==> config.mk <==
export PLATFORM = sky130hd
export DESIGN_NAME = snake_dir_ctrl_flat
export DESIGN_NICKNAME = d
export VERILOG_FILES = /design/src/rtl/snake_dir_if.sv /design/src/rtl/snake_dir_ctrl.sv /design/src/flat_wrapper.sv
export SDC_FILE = /design/constraint.sdc
export NUM_CORES = 1
export LEC_CHECK = 0
export ABC_AREA = 1
export CAP_MARGIN = 20
export CORE_ASPECT_RATIO = 1.4
export CORE_MARGIN = 3
export CORE_UTILIZATION = 70
export CTS_BUF_LIST = sky130_fd_sc_hd__clkbuf_8
export DETAILED_ROUTE_END_ITERATION = 6
export DONT_BUFFER_PORTS = 1
export GPL_TIMING_DRIVEN = 0
export PLACE_DENSITY = 0.88
export SKIP_CTS_REPAIR_TIMING = 1
export SYNTH_ARGS = -nofsm -noshare
export SYNTH_HDL_FRONTEND = slang
export SYNTH_SLANG_ARGS = --single-unit
==> constraint.sdc <==
create_clock -name clk -period 5.95 [get_ports clk]
set_clock_uncertainty 0.2 [all_clocks]
set_input_delay 1.785 -clock clk [delete_from_list [all_inputs] [get_ports clk]]
set_output_delay 1.785 -clock clk [all_outputs]
set_load 0.02 [all_outputs]
==> src/rtl/snake_dir_if.sv <==
// Snake direction interface: raw buttons, frame tick and collision in; direction and game_state out.
// master: the direction controller side. slave: the board/game side that drives the buttons and ticks.
interface snake_dir_if;
  logic       btn_up;
  logic       btn_down;
  logic       btn_left;
  logic       btn_right;
  logic       update;
  logic [1:0] collision;
  logic [2:0] direction;
  logic [1:0] game_state;

  modport master (
    input  btn_up, btn_down, btn_left, btn_right, update, collision,
    output direction, game_state
  );

  modport slave (
    output btn_up, btn_down, btn_left, btn_right, update, collision,
    input  direction, game_state
  );
endinterface

==> src/rtl/snake_dir_ctrl.sv <==
// Snake direction controller: synchronises and debounces four buttons, rejects reversals,
// buffers the next turn and applies it on frame ticks, and runs the READY/PLAY/GAME_OVER FSM.
// Optional feature: define SNAKE_DIR_QUEUE_EN for a 2-entry turn FIFO instead of a
// single overwriting pending register.
module snake_dir_ctrl #(
  parameter int unsigned DEBOUNCE_CYCLES = 50000,
  parameter int unsigned CNT_BIT         = 16,
  parameter int unsigned OVER_HOLD       = 120
) (
  input  logic        clk,
  input  logic        reset,
  snake_dir_if.master bus
);

  localparam int unsigned HOLD_W = $clog2(OVER_HOLD + 1);
`ifdef SNAKE_DIR_QUEUE_EN
  localparam int unsigned QD  = 2;
  localparam int unsigned QCW = 2;
`else
  localparam int unsigned QD  = 1;
  localparam int unsigned QCW = 1;
`endif

  localparam logic [2:0] DIR_IDLE  = 3'd0;
  localparam logic [2:0] DIR_UP    = 3'd1;
  localparam logic [2:0] DIR_DOWN  = 3'd2;
  localparam logic [2:0] DIR_LEFT  = 3'd3;
  localparam logic [2:0] DIR_RIGHT = 3'd4;

  typedef enum logic [1:0] {
    READY = 2'b00,
    PLAY  = 2'b01,
    OVER  = 2'b11
  } state_t;

  logic [3:0]         raw;
  logic [3:0]         sync1;
  logic [3:0]         sync2;
  logic [3:0]         deb;
  logic [3:0]         deb_q;
  logic [CNT_BIT-1:0] cnt [4];

  logic [3:0]         press_c;
  logic [2:0]         press_dir_c;
  logic [2:0]         newest_c;
  logic [2:0]         ref_c;
  logic               press_ok_c;
  logic               fatal_c;
  logic               push_c;

  state_t             state_q, state_d;
  logic [2:0]         dir_q, dir_d;
  logic [HOLD_W-1:0]  hold_q, hold_d;
  logic [QCW-1:0]     q_cnt_q, q_cnt_d;
  logic [2:0]         q_dir_q [QD];
  logic [2:0]         q_dir_d [QD];

  function automatic logic [2:0] opposite(input logic [2:0] d);
    case (d)
      DIR_UP:    opposite = DIR_DOWN;
      DIR_DOWN:  opposite = DIR_UP;
      DIR_LEFT:  opposite = DIR_RIGHT;
      DIR_RIGHT: opposite = DIR_LEFT;
      default:   opposite = DIR_IDLE;
    endcase
  endfunction

  assign raw = {bus.btn_right, bus.btn_left, bus.btn_down, bus.btn_up};

  // Two-flop synchroniser plus per-button stability counter.
  always_ff @(posedge clk) begin
    if (reset) begin
      sync1 <= '0;
      sync2 <= '0;
      deb   <= '0;
      deb_q <= '0;
      for (int i = 0; i < 4; i++) cnt[i] <= '0;
    end else begin
      sync1 <= raw;
      sync2 <= sync1;
      deb_q <= deb;
      for (int i = 0; i < 4; i++) begin
        if (sync2[i] != deb[i]) begin
          if (cnt[i] == CNT_BIT'(DEBOUNCE_CYCLES - 1)) begin
            deb[i] <= sync2[i];
            cnt[i] <= '0;
          end else begin
            cnt[i] <= cnt[i] + CNT_BIT'(1);
          end
        end else begin
          cnt[i] <= '0;
        end
      end
    end
  end

  assign press_c = deb & ~deb_q;

  // Priority encode simultaneous press events: UP > DOWN > LEFT > RIGHT.
  always_comb begin
    press_dir_c = DIR_IDLE;
    if (press_c[0])      press_dir_c = DIR_UP;
    else if (press_c[1]) press_dir_c = DIR_DOWN;
    else if (press_c[2]) press_dir_c = DIR_LEFT;
    else if (press_c[3]) press_dir_c = DIR_RIGHT;
  end

`ifdef SNAKE_DIR_QUEUE_EN
  assign newest_c = q_cnt_q[1] ? q_dir_q[1] : q_dir_q[0];
`else
  assign newest_c = q_dir_q[0];
`endif

  // Reversal check is made against the turn that will be in effect last.
  assign ref_c      = (q_cnt_q != '0) ? newest_c : dir_q;
  assign press_ok_c = (press_dir_c != DIR_IDLE) &&
                      ((ref_c == DIR_IDLE) ||
                       ((press_dir_c != ref_c) && (press_dir_c != opposite(ref_c))));
  assign fatal_c    = (bus.collision == 2'b01) || (bus.collision == 2'b11);

  // Next-state, direction, hold counter and pending-turn update.
  always_comb begin
    state_d = state_q;
    dir_d   = dir_q;
    hold_d  = hold_q;
    q_cnt_d = q_cnt_q;
    q_dir_d = q_dir_q;
    push_c  = 1'b0;
    case (state_q)
      READY: begin
        dir_d = DIR_IDLE;
        if (press_ok_c) begin
          state_d = PLAY;
          push_c  = 1'b1;
        end
      end
      PLAY: begin
        if (fatal_c) begin
          state_d = OVER;
          dir_d   = DIR_IDLE;
          q_cnt_d = '0;
        end else begin
          // Update consumes the pre-existing turn; a same-clock press lands afterwards.
          if (bus.update && (q_cnt_q != '0)) begin
            dir_d   = q_dir_q[0];
            q_cnt_d = q_cnt_q - QCW'(1);
`ifdef SNAKE_DIR_QUEUE_EN
            q_dir_d[0] = q_dir_q[1];
`endif
          end
          push_c = press_ok_c;
        end
      end
      OVER: begin
        dir_d   = DIR_IDLE;
        q_cnt_d = '0;
        if (bus.update) begin
          if (hold_q == HOLD_W'(OVER_HOLD - 1)) begin
            state_d = READY;
            hold_d  = '0;
          end else begin
            hold_d = hold_q + HOLD_W'(1);
          end
        end
      end
      default: begin
        state_d = READY;
        dir_d   = DIR_IDLE;
        q_cnt_d = '0;
        hold_d  = '0;
      end
    endcase
    if (push_c) begin
`ifdef SNAKE_DIR_QUEUE_EN
      if (q_cnt_q != QCW'(2)) begin
        q_dir_d[q_cnt_d[0]] = press_dir_c;
        q_cnt_d             = q_cnt_d + QCW'(1);
      end
`else
      q_dir_d[0] = press_dir_c;
      q_cnt_d    = QCW'(1);
`endif
    end
  end

  // FSM and datapath registers.
  always_ff @(posedge clk) begin
    if (reset) begin
      state_q <= READY;
      dir_q   <= DIR_IDLE;
      hold_q  <= '0;
      q_cnt_q <= '0;
      for (int i = 0; i < int'(QD); i++) q_dir_q[i] <= DIR_IDLE;
    end else begin
      state_q <= state_d;
      dir_q   <= dir_d;
      hold_q  <= hold_d;
      q_cnt_q <= q_cnt_d;
      q_dir_q <= q_dir_d;
    end
  end

  assign bus.direction  = dir_q;
  assign bus.game_state = state_q;

endmodule

==> src/flat_wrapper.sv <==
// flat-port wrapper written by rule: the top's interface ports become plain ports
module snake_dir_ctrl_flat 
#(
  parameter int unsigned DEBOUNCE_CYCLES = 50000,
  parameter int unsigned CNT_BIT         = 16,
  parameter int unsigned OVER_HOLD       = 120
)
  (clk, reset, bus_btn_up, bus_btn_down, bus_btn_left, bus_btn_right, bus_update, bus_collision, bus_direction, bus_game_state);
  snake_dir_if bus_i ();
  input  logic clk;
  input  logic reset;
  input wire logic [$bits(bus_i.btn_up)-1:0] bus_btn_up;
  input wire logic [$bits(bus_i.btn_down)-1:0] bus_btn_down;
  input wire logic [$bits(bus_i.btn_left)-1:0] bus_btn_left;
  input wire logic [$bits(bus_i.btn_right)-1:0] bus_btn_right;
  input wire logic [$bits(bus_i.update)-1:0] bus_update;
  input wire logic [$bits(bus_i.collision)-1:0] bus_collision;
  output wire logic [$bits(bus_i.direction)-1:0] bus_direction;
  output wire logic [$bits(bus_i.game_state)-1:0] bus_game_state;
  assign bus_i.btn_up = bus_btn_up;
  assign bus_i.btn_down = bus_btn_down;
  assign bus_i.btn_left = bus_btn_left;
  assign bus_i.btn_right = bus_btn_right;
  assign bus_i.update = bus_update;
  assign bus_i.collision = bus_collision;
  assign bus_direction = bus_i.direction;
  assign bus_game_state = bus_i.game_state;
  snake_dir_ctrl #(.DEBOUNCE_CYCLES(DEBOUNCE_CYCLES), .CNT_BIT(CNT_BIT), .OVER_HOLD(OVER_HOLD)) u_core (.clk(clk), .reset(reset), .bus(bus_i));
endmodule
==> results of run 1 <==
[layout make-up]
| cell class | count | area, µm² |
|---|---|---|
| plain buffers | 7 | 40.0 |
| multi-input cells | 472 | 2330 |
| clock buffers | 10 | 138 |
| flip-flops and latches | 96 | 2560 |
| well taps | 95 | 119 |
| clock inverters | 6 | 106 |
| inverters | 93 | 352 |
| fillers | 479 | 1340 |
[cell families after synthesis]
family	share of synthesized area (%)
buffers and inverters	7.76
AND/OR/NAND/NOR	29.9
adder cells (fa/ha/maj)	1.24
XOR/XNOR	2.78
AO/OA/AOI/OAI	7.47
flip-flops	50.8
other	0.0743
[worst register-to-register path, stage by stage (launching register included)]
cell and delay (ns):
sky130_fd_sc_hd__edfxtp_1 0.38, sky130_fd_sc_hd__ha_1 0.18, sky130_fd_sc_hd__nand2_1 0.07, sky130_fd_sc_hd__nor2_1 0.29, sky130_fd_sc_hd__nand4_1 0.22, sky130_fd_sc_hd__nor4_1 0.34, sky130_fd_sc_hd__nand2_1 0.18, sky130_fd_sc_hd__o21bai_1 0.19
sky130_fd_sc_hd__a21oi_1 0.07
[flip-flops by register name, summed over array words and instances, names as in the netlist]
| name | flops |
|---|---|
| u_core.q_cnt_q | 1 |
| u_core.cnt | 64 |
| u_core.bus.game_state | 2 |
| u_core.deb_q | 4 |
| u_core.bus.direction | 3 |
| u_core.hold_q | 7 |
| u_core.sync1 | 4 |
| u_core.newest_c | 3 |
| u_core.deb | 4 |
| u_core.sync2 | 4 |
[power breakdown]
| group | switching (mW) | internal (mW) |
|---|---|---|
| clock | 0.222 | 0.289 |
| sequential | 0.0174 | 0.731 |
| combinational | 0.0364 | 0.0146 |
[layout by cell type, fill, tap and decap left out, types with 6 or more instances in the layout]
| cell | instances |
|---|---|
| sky130_fd_sc_hd__nand2_2 | 6 |
| sky130_fd_sc_hd__edfxtp_1 | 64 |
| sky130_fd_sc_hd__nor3_1 | 32 |
| sky130_fd_sc_hd__nand2_1 | 118 |
| sky130_fd_sc_hd__nor4_1 | 8 |
| sky130_fd_sc_hd__nand3_1 | 23 |
| sky130_fd_sc_hd__nor3b_1 | 13 |
| sky130_fd_sc_hd__nor2_1 | 84 |
| sky130_fd_sc_hd__xor2_1 | 15 |
| sky130_fd_sc_hd__o21ai_0 | 10 |
| sky130_fd_sc_hd__inv_1 | 88 |
| sky130_fd_sc_hd__conb_1 | 64 |
| sky130_fd_sc_hd__nor2_2 | 9 |
| sky130_fd_sc_hd__o21bai_1 | 6 |
| sky130_fd_sc_hd__a21oi_1 | 37 |
| sky130_fd_sc_hd__nand4_1 | 12 |
| sky130_fd_sc_hd__clkbuf_8 | 10 |
| sky130_fd_sc_hd__dfxtp_1 | 32 |
[how the worst max path moves through the flow]
stage	start	end	slack [ns]	cells past startpoint
2_1_floorplan	reset	u_core.cnt[0][34]	2.81	7
3_3_place_gp	reset	u_core.cnt[0][47]	2.47	7
3_5_place_dp	reset	u_core.cnt[0][47]	2.43	7
4_1_cts	reset	u_core.cnt[0][47]	2.81	7
5_1_grt	reset	u_core.cnt[0][39]	2.64	7
6_report	reset	u_core.cnt[0][47]	2.82	7
[per-stage QoR]
stage	setup WS, ns	instances	hold slack, ns	util, %
after global routing	2.64	779	0.239	80.8
final	2.82	779	0.207	80.8
after floorplan	2.81	668	0.188	-
after CTS	2.81	779	0.210	80.8
after detailed placement	2.43	763	0.199	77.3
after global placement	2.47	763	0.196	77.3
[layer usage]
metal / share of wire (%) / vias to the layer above / track usage (%)
li1: - / 2088 / -
met1: 40 / 1861 / 26.1
met2: 55 / 74 / 46.4
met3: 2.5 / 20 / 2.97
met4: 2.4 / 0 / 13.5
met5: 0 / - / 0
==> metrics, run 1 <==
sequential-to-total area share from yosys stat 50.8%; maximum number of pins on one net before global-route repair 16; placed inst area 5400 µm²; DR vias 4043; final wirelength 9270 µm; horizontal die dimension 77.8 µm; TritonCTS clock tree built; count of yosys warnings during synthesis 0; data arrival time at the worst-slack endpoint 3.05 ns; maximum level of the CTS H-tree 3; Reg2Reg Setup Slack 3.60 ns; Placer Congestion 0.825; count of final hold-check violations 0; maximum frequency from static timing analysis 319 MHz; crit-path most repeated cell sky130_fd_sc_hd__buf_2; predominant post-synthesis flop cell sky130_fd_sc_hd__edfxtp_1; result of the run complete, no violations; initial antenna violation count 0; Num CTS Buffers 9; Crit Reg-Reg Startpoint u_core.cnt[0][48]; root buf cell sky130_fd_sc_hd__clkbuf_8; count of distinct cell types in the synthesized netlist 39; ANT nets after route 0; number of diodes added for antenna fixing 0; number of placed I/O pins 14; maximum root-to-sink buffer count 2; worst reg2reg path depth 8; worst-path fanout max 10; hold crit path type flop to flop; drc violations 0; max-cap check violation count 0; post-synthesis cell area 5040 µm²; number of enable-type register cells in the synthesized netlist 64; clock sinks 96; summed negative setup slack over all endpoints 0 ns; hold worst-path end u_core.sync2[3]; fraction of the cycle the final worst path needs 52.7%; Largest delay share family, worst path buffers and inverters; proportion of netlist area held by the largest area contributor 38.1%; RR Endpoint u_core.cnt[0][62]; post-synthesis to final-layout area growth 11.9%; Worst VDD drop 0.199 mV; final std cell area, no fill 5640 µm²; number of storage elements in the synthesis netlist 96; Die Span Y 106 µm; NumNets Final 693; cell with the most instances after synthesis sky130_fd_sc_hd__nand2_1; data required time of the worst path 5.87 ns; total of buffers placed on input and output ports 0; number of iterations in the first detailed-routing pass 5; number of global-route vias before repair 4147; combined global-route utilization of all metal layers 24.6%; row cnt 36; cells after synthesis 605; Slowest-stage cell, CP sky130_fd_sc_hd__clkinv_1; clock latency on the worst-skew pair 0.37 ns; Initial DRC Count 251; category of the worst setup path launch point input port; leakage power 2.33 nW; total gr overflow 0; origin of the worst min-delay path u_core.sync1[3]; synth top area cells sky130_fd_sc_hd__edfxtp_1 38%, sky130_fd_sc_hd__dfxtp_1 13%, sky130_fd_sc_hd__nand2_1 8.8%, sky130_fd_sc_hd__inv_1 6.5%, sky130_fd_sc_hd__nor2_1 6.3%; Worst Path Class, Setup input port to flop; Starting Density 72.3%; share of final-layout standard cells stronger than drive strength 1 7.89%; ordered cell list for the critical path buf_2, clkinv_1, o21ai_0, a21oi_1, nand2_1, buf_2, nor2_1; power per standard cell area 232 nW/µm²; clock edge transition at the registers on the reported setup and hold paths 0.09 ns; final max-slew violation count 0; count of cells along the worst hold path 2; area of the die 8280 µm²; area of the placeable core 6980 µm²; detailed-placement wirelength estimate 6970 µm; clock period minus worst slack 3.13 ns; via/cell ratio 5.19; final setup violation count 0; global-route wire length before repair 16400 µm; top cells by count, synth 118 x sky130_fd_sc_hd__nand2_1, 87 x sky130_fd_sc_hd__inv_1, 84 x sky130_fd_sc_hd__nor2_1; top cell type by total area after synthesis sky130_fd_sc_hd__edfxtp_1; setup repair after global routing missed its margin false; Post-synth ARST share 0%; Crit path largest cell delay 0.29 ns; endpoint kind of the worst setup timing path flop; Post-Synthesis Mean Instance Area 8.34 µm²; normalized max-slew margin 66.0%; drt wl/cell 11.9 µm; total power 1.31 mW; transition time of the tightest slew-check pin 0.507 ns; worst path buffer plus inverter count 3
Note: power is estimated with default switching activity, not from simulation.
==> inputs of run 2 (changes only) <==
- CORE_UTILIZATION: 70 -> 60
- PLACE_DENSITY: 0.88 -> 0.81
- clock period: 5.95 -> 2.7 ns (I/O delays scaled with it)
==> run 2 against run 1 <==
Setup slack worse by 2.4 ns; core utilization fell by 9.7 points; die area grew 16%; register-to-register slack worse by 3.2 ns; sequential share of layout area about the same; first-iteration DRC count shrank 3.6%; clock-buffer cell count shrank 1.
==> metrics, run 2 (synthesis results as in run 1) <==
max FFs per register 64 (unchanged); Num CTS Buffers 9 (unchanged); total of buffers placed on input and output ports 0 (unchanged); maximum number of pins on one net before global-route repair 17 (+1); register with the most flip-flops u_core.cnt; horizontal die dimension 83.5 µm (+7.4%); worst-path fanout max 3 (-7); number of placed I/O pins 14 (unchanged); clock latency on the worst-skew pair 0.37 ns (about the same); hold crit path type flop to flop; source of the critical timing path u_core.cnt[0][32]; number of diodes added for antenna fixing 0 (unchanged); power per standard cell area 511 nW/µm² (+120%); fin worst setup slack 0.420 ns (-2.40 ns); data arrival time at the worst-slack endpoint 2.20 ns (-0.85 ns); drt wl/cell 11.4 µm (-4.3%); combined global-route utilization of all metal layers 20.7% (-3.9 points); count of placed standard cells including taps 768 (+0.66%); category of the worst setup path launch point flop; DR vias 4003 (-0.99%); normalized max-slew margin 66.3% (+0.27 points); Initial DRC Count 242 (-3.6%); final setup violation count 0 (unchanged); final max-slew violation count 0 (unchanged); area of the die 9560 µm² (+16%); final std cell area, no fill 5650 µm² (about the same); detailed-placement wirelength estimate 6610 µm (-5.2%); data required time of the worst path 2.62 ns (-3.25 ns); clock edge transition at the registers on the reported setup and hold paths 0.09 ns (about the same); non-filler cells in the finished layout 784 (+0.64%); post-synthesis to final-layout area growth 11.9% (about the same); summed negative setup slack over all endpoints 0 ns (unchanged); endpoint kind of the worst setup timing path flop; total gr overflow 0 (unchanged); clock period minus worst slack 2.28 ns; Metal-1 WL 3790 µm (+2.8%); area of the placeable core 7940 µm² (+14%); origin of the worst min-delay path u_core.sync1[3]; Worst Path Class, Setup flop to flop; share of final-layout standard cells stronger than drive strength 1 8.19% (+0.29 points); most common cell after layout, fill and taps aside sky130_fd_sc_hd__nand2_1; most used cells in the layout excluding fill and tap cells 118 x sky130_fd_sc_hd__nand2_1, 87 x sky130_fd_sc_hd__inv_1, 84 x sky130_fd_sc_hd__nor2_1, 64 x sky130_fd_sc_hd__edfxtp_1, 64 x sky130_fd_sc_hd__conb_1; largest registers ranked by flip-flop count u_core.cnt x64, u_core.hold_q x7; ANT nets after route 0 (unchanged); root buf cell sky130_fd_sc_hd__clkbuf_8; NumNets Final 693 (unchanged); count of final hold-check violations 0 (unchanged); initial antenna violation count 0 (unchanged); via/cell ratio 5.11 (-1.6%); Met2 Wirelength 4730 µm (-7.7%); setup repair after global routing missed its margin false; fraction of the cycle the final worst path needs 84.4%; met3 layer wire length in the routed design 223 µm (-5.1%); max-cap check violation count 0 (unchanged); number of iterations in the first detailed-routing pass 4 (-1); number of global-route vias before repair 3970 (-4.3%); top routing layer in use met4; Placer Congestion 0.800 (-3.0%); maximum level of the CTS H-tree 3 (unchanged); core occupancy in the finished layout 71.1% (-9.7 points); drc violations 0 (unchanged); placed inst area 5410 µm² (+0.12%); result of the run complete, no violations; Die Span Y 114 µm (+7.6%); transition time of the tightest slew-check pin 0.503 ns (-0.00396 ns); maximum root-to-sink buffer count 2 (unchanged); Worst VDD drop 0.454 mV (+130%); final wirelength 8930 µm (-3.6%); Starting Density 63.5% (-8.7 points); maximum frequency from static timing analysis 439 MHz; clock sinks 96 (unchanged); global-route wire length before repair 16300 µm (-0.84%); leakage power 2.32 nW (about the same); minimum setup slack after placement 0.144 ns (-2.28 ns); row cnt 38 (+5.6%); Crit Reg-Reg Startpoint u_core.cnt[0][32]; TritonCTS clock tree built
==> run 2: path summary, 6_finish.rpt <==
check	endpoint	slack [ns]	cells after the start
max	u_core.cnt[0][46]	0.42	14
max reg2reg	u_core.cnt[0][46]	0.42	14
min reg2reg	u_core.sync2[3]	0.21	2
min	u_core.sync2[3]	0.21	2
==> run 2: power breakdown <==
part | internal [mW] | total (mW) | switching, mW
logic | 0.0320 | 0.111 | 0.0791
clock network | 0.618 | 1.12 | 0.506
registers | 1.61 | 1.65 | 0.0383
==> run 2: critical path, stage by stage, from the launching register on <==
cell and delay, ns:
sky130_fd_sc_hd__edfxtp_1 0.38, sky130_fd_sc_hd__ha_1 0.18, sky130_fd_sc_hd__nand2_1 0.07, sky130_fd_sc_hd__nor2_1 0.10
sky130_fd_sc_hd__inv_1 0.08, sky130_fd_sc_hd__nor2_2 0.11, sky130_fd_sc_hd__nand2_1 0.08, sky130_fd_sc_hd__nor2_1 0.12
sky130_fd_sc_hd__inv_1 0.08, sky130_fd_sc_hd__nor2_2 0.11, sky130_fd_sc_hd__inv_1 0.07, sky130_fd_sc_hd__nor2_2 0.11
sky130_fd_sc_hd__nand2_1 0.12, sky130_fd_sc_hd__nor4_2 0.17, sky130_fd_sc_hd__nor3_1 0.07
==> run 2: per-layer routing <==
layer / GRT usage [%] / up-vias
met4: 8.91 / 0
met1: 23.0 / 1843
met3: 4.75 / 20
met2: 38.0 / 57
li1: - / 2083
met5: 0 / -
==> run 2: layout make-up <==
type / count / area, µm²
multi-input combinational: 472 / 2330
clock buffer: 9 / 124
inverter: 93 / 352
tap: 100 / 125
buffer: 7 / 40.0
fill: 622 / 2290
sequential: 96 / 2560
clock inverter: 7 / 116
==> run 2: stage by stage <==
stage	total power, mW	hold WS (ns)
CTS	2.90	0.211
floorplan	1.76	0.188
finish	2.88	0.208
global placement	1.78	0.191
detailed placement	1.79	0.198
global route	3.00	0.232
==> inputs of run 3 (changes only) <==
- CORE_UTILIZATION: 60 -> 66
- PLACE_DENSITY: 0.81 -> 0.84
- clock period: 2.7 -> 2.2 ns (I/O delays scaled with it)
==> run 3 against run 2 <==
Critical path depth fell by 5; critical path type unchanged; the run now ends with negative setup slack left; clock power about the same; final cell count up 1.7%; combinational power is 40% higher; largest cell class unchanged; setup slack got worse by 0.50 ns.
==> metrics, run 3 (synthesis results as in run 1) <==
endpoint kind of the worst setup timing path flop; portion of total power attributed to combinational logic 4.7% (+0.9 points); drt wl/cell 11.8 µm (+3.3%); net switching power 764 µW (+22%); area of the die 8740 µm² (-8.5%); global-route wire length before repair 15200 µm (-6.9%); leakage power 2.43 nW (+4.5%); ANT nets after route 0 (unchanged); minimum setup slack after placement -0.205 ns (-0.350 ns); worst-path fanout max 4 (+1); clock network power share 34.6% (-4.4 points); horizontal die dimension 79.9 µm (-4.3%); root buf cell sky130_fd_sc_hd__clkbuf_8; Crit path largest cell delay 0.40 ns (+0.02 ns); clock latency on the worst-skew pair 0.37 ns (about the same); max-cap check violation count 0 (unchanged); final hold slack 0.189 ns (-0.0197 ns); number of placed I/O pins 14 (unchanged); max FFs per register 64 (unchanged); count of final hold-check violations 0 (unchanged); post-synthesis to final-layout area growth 17.2%; Slowest-stage cell, CP sky130_fd_sc_hd__edfxtp_1; share of final-layout standard cells stronger than drive strength 1 14.7% (+6.5 points); Worst Path Class, Setup flop to flop; power per standard cell area 564 nW/µm² (+10%); worst reg2reg path depth 9 (-5); row cnt 37 (-2.6%); fraction of the cycle the final worst path needs 103% (+19 points); maximum root-to-sink buffer count 2 (unchanged); final wirelength 9380 µm (+5.0%); fin worst setup slack -0.0749 ns (-0.495 ns); Die Span Y 109 µm (-4.4%); crit-path most repeated cell sky130_fd_sc_hd__nor3_4; number of diodes added for antenna fixing 0 (unchanged); non-filler cells in the finished layout 797 (+1.7%); Num CTS Buffers 9 (unchanged); Internal Dissipation 2.57 mW (+14%); number of iterations in the first detailed-routing pass 5 (+1); NumNets Final 709 (+2.3%); failing checks negative setup slack; register with the most flip-flops u_core.cnt; total of buffers placed on input and output ports 0 (unchanged); final setup violation count 3 (+3); DR vias 4171 (+4.2%); detailed-placement wirelength estimate 6580 µm (-0.55%); data arrival time at the worst-slack endpoint 2.19 ns (about the same); area of the placeable core 7410 µm² (-6.7%); via/cell ratio 5.23 (+2.5%); maximum level of the CTS H-tree 3 (unchanged); initial antenna violation count 0 (unchanged); most common cell after layout, fill and taps aside sky130_fd_sc_hd__nand2_1; most used cells in the layout excluding fill and tap cells 110 x sky130_fd_sc_hd__nand2_1, 83 x sky130_fd_sc_hd__inv_1, 81 x sky130_fd_sc_hd__nor2_1, 64 x sky130_fd_sc_hd__edfxtp_1, 64 x sky130_fd_sc_hd__conb_1; drc violations 0 (unchanged); Initial DRC Count 238 (-1.7%); clock period minus worst slack 2.27 ns (-0.00478 ns); total gr overflow 0 (unchanged); count of placed standard cells including taps 765 (-0.39%); sequential cell fraction of total power 60.7% (+3.5 points); setup repair after global routing missed its margin true; clock edge transition at the registers on the reported setup and hold paths 0.09 ns (about the same); data required time of the worst path 2.12 ns (-0.50 ns); maximum number of pins on one net before global-route repair 16 (-1); category of the worst setup path launch point flop; Starting Density 68.1% (+4.6 points); largest registers ranked by flip-flop count u_core.cnt x64, u_core.hold_q x7; number of global-route vias before repair 3844 (-3.2%); area taken by flip-flops and latches 2560 µm² (about the same); result of the run finished with violations; combined global-route utilization of all metal layers 21.7% (+0.95 points); Worst VDD drop 0.565 mV (+25%); TritonCTS clock tree built; count of cells along the worst hold path 2 (unchanged); number of fillers in the final layout 498 (-20%); area taken by multi-input logic gates 2500 µm² (+7.4%); ordered cell list for the critical path buf_4, nand3_2, nor2_2, nand2_2, nor3_4, nand4_1, nor3_4, a31o_2, a21oi_1; Placer Congestion 0.864 (+8.0%); final max-slew violation count 0 (unchanged); maximum frequency from static timing analysis 440 MHz (+0.21%); hold crit path type input port to flop; switching power as a share of total power 22.9% (+1.3 points); clock sinks 96 (unchanged)
## run 3: layout make-up
class                           instances  share of cell area [%]
Tap cell                               97                    2.05
Multi-Input combinational cell        472                    42.3
Clock inverter                          6                   0.994
Buffer                                  7                   0.804
Inverter                               93                    5.94
Clock buffer                           10                    2.33
Timing Repair Buffer                   16                    2.24
Sequential cell                        96                    43.4
## run 3: path summary, 6_finish.rpt
kind | start | endpoint | slack [ns]
setup / recovery | u_core.cnt[0][32] | u_core.cnt[0][45] | -0.07
hold / removal | bus_btn_down | u_core.sync1[1] | 0.19
setup reg to reg | u_core.cnt[0][32] | u_core.cnt[0][45] | -0.07
hold reg to reg | u_core.sync1[0] | u_core.sync2[0] | 0.21
## run 3: power groups by stage
stage / combinational (mW) / sequential, mW / clock [mW]
2_1_floorplan: 0.110 / 2.05 / 0
3_3_place_gp: 0.126 / 2.06 / 0
3_5_place_dp: 0.132 / 2.06 / 0
4_1_cts: 0.133 / 2.02 / 1.17
5_1_grt: 0.180 / 2.04 / 1.24
6_report: 0.155 / 2.03 / 1.15
## run 3: per-layer routing
| metal | vias up | track usage [%] | share of wire (%) |
|---|---|---|---|
| met1 | 1939 | 24.6 | 40 |
| met5 | - | 0 | 0 |
| met3 | 26 | 2.87 | 2.7 |
| met4 | 0 | 11.6 | 2.5 |
| li1 | 2124 | - | - |
| met2 | 82 | 39.2 | 55 |
## run 3: per-stage QoR
stage / cell area (µm²) / power (mW) / setup TNS [ns] / util [%]
floorplan: 5280 / 2.16 / 0 / -
global placement: 5400 / 2.19 / -4.90 / 72.9
detailed placement: 5400 / 2.20 / -6.37 / 72.9
CTS: 5600 / 3.33 / -0.197 / 75.6
global route: 5910 / 3.45 / -0.990 / 79.8
finish: 5910 / 3.34 / -0.151 / 79.8
## run 3: critical path: cells and delay by family, from the launching register on
kind / cells / cell delay (ns)
AO/OA/AOI/OAI: 2 / 0.22
AND/OR/NAND/NOR: 6 / 1.08
flip-flops: 1 / 0.40
buffers and inverters: 1 / 0.13
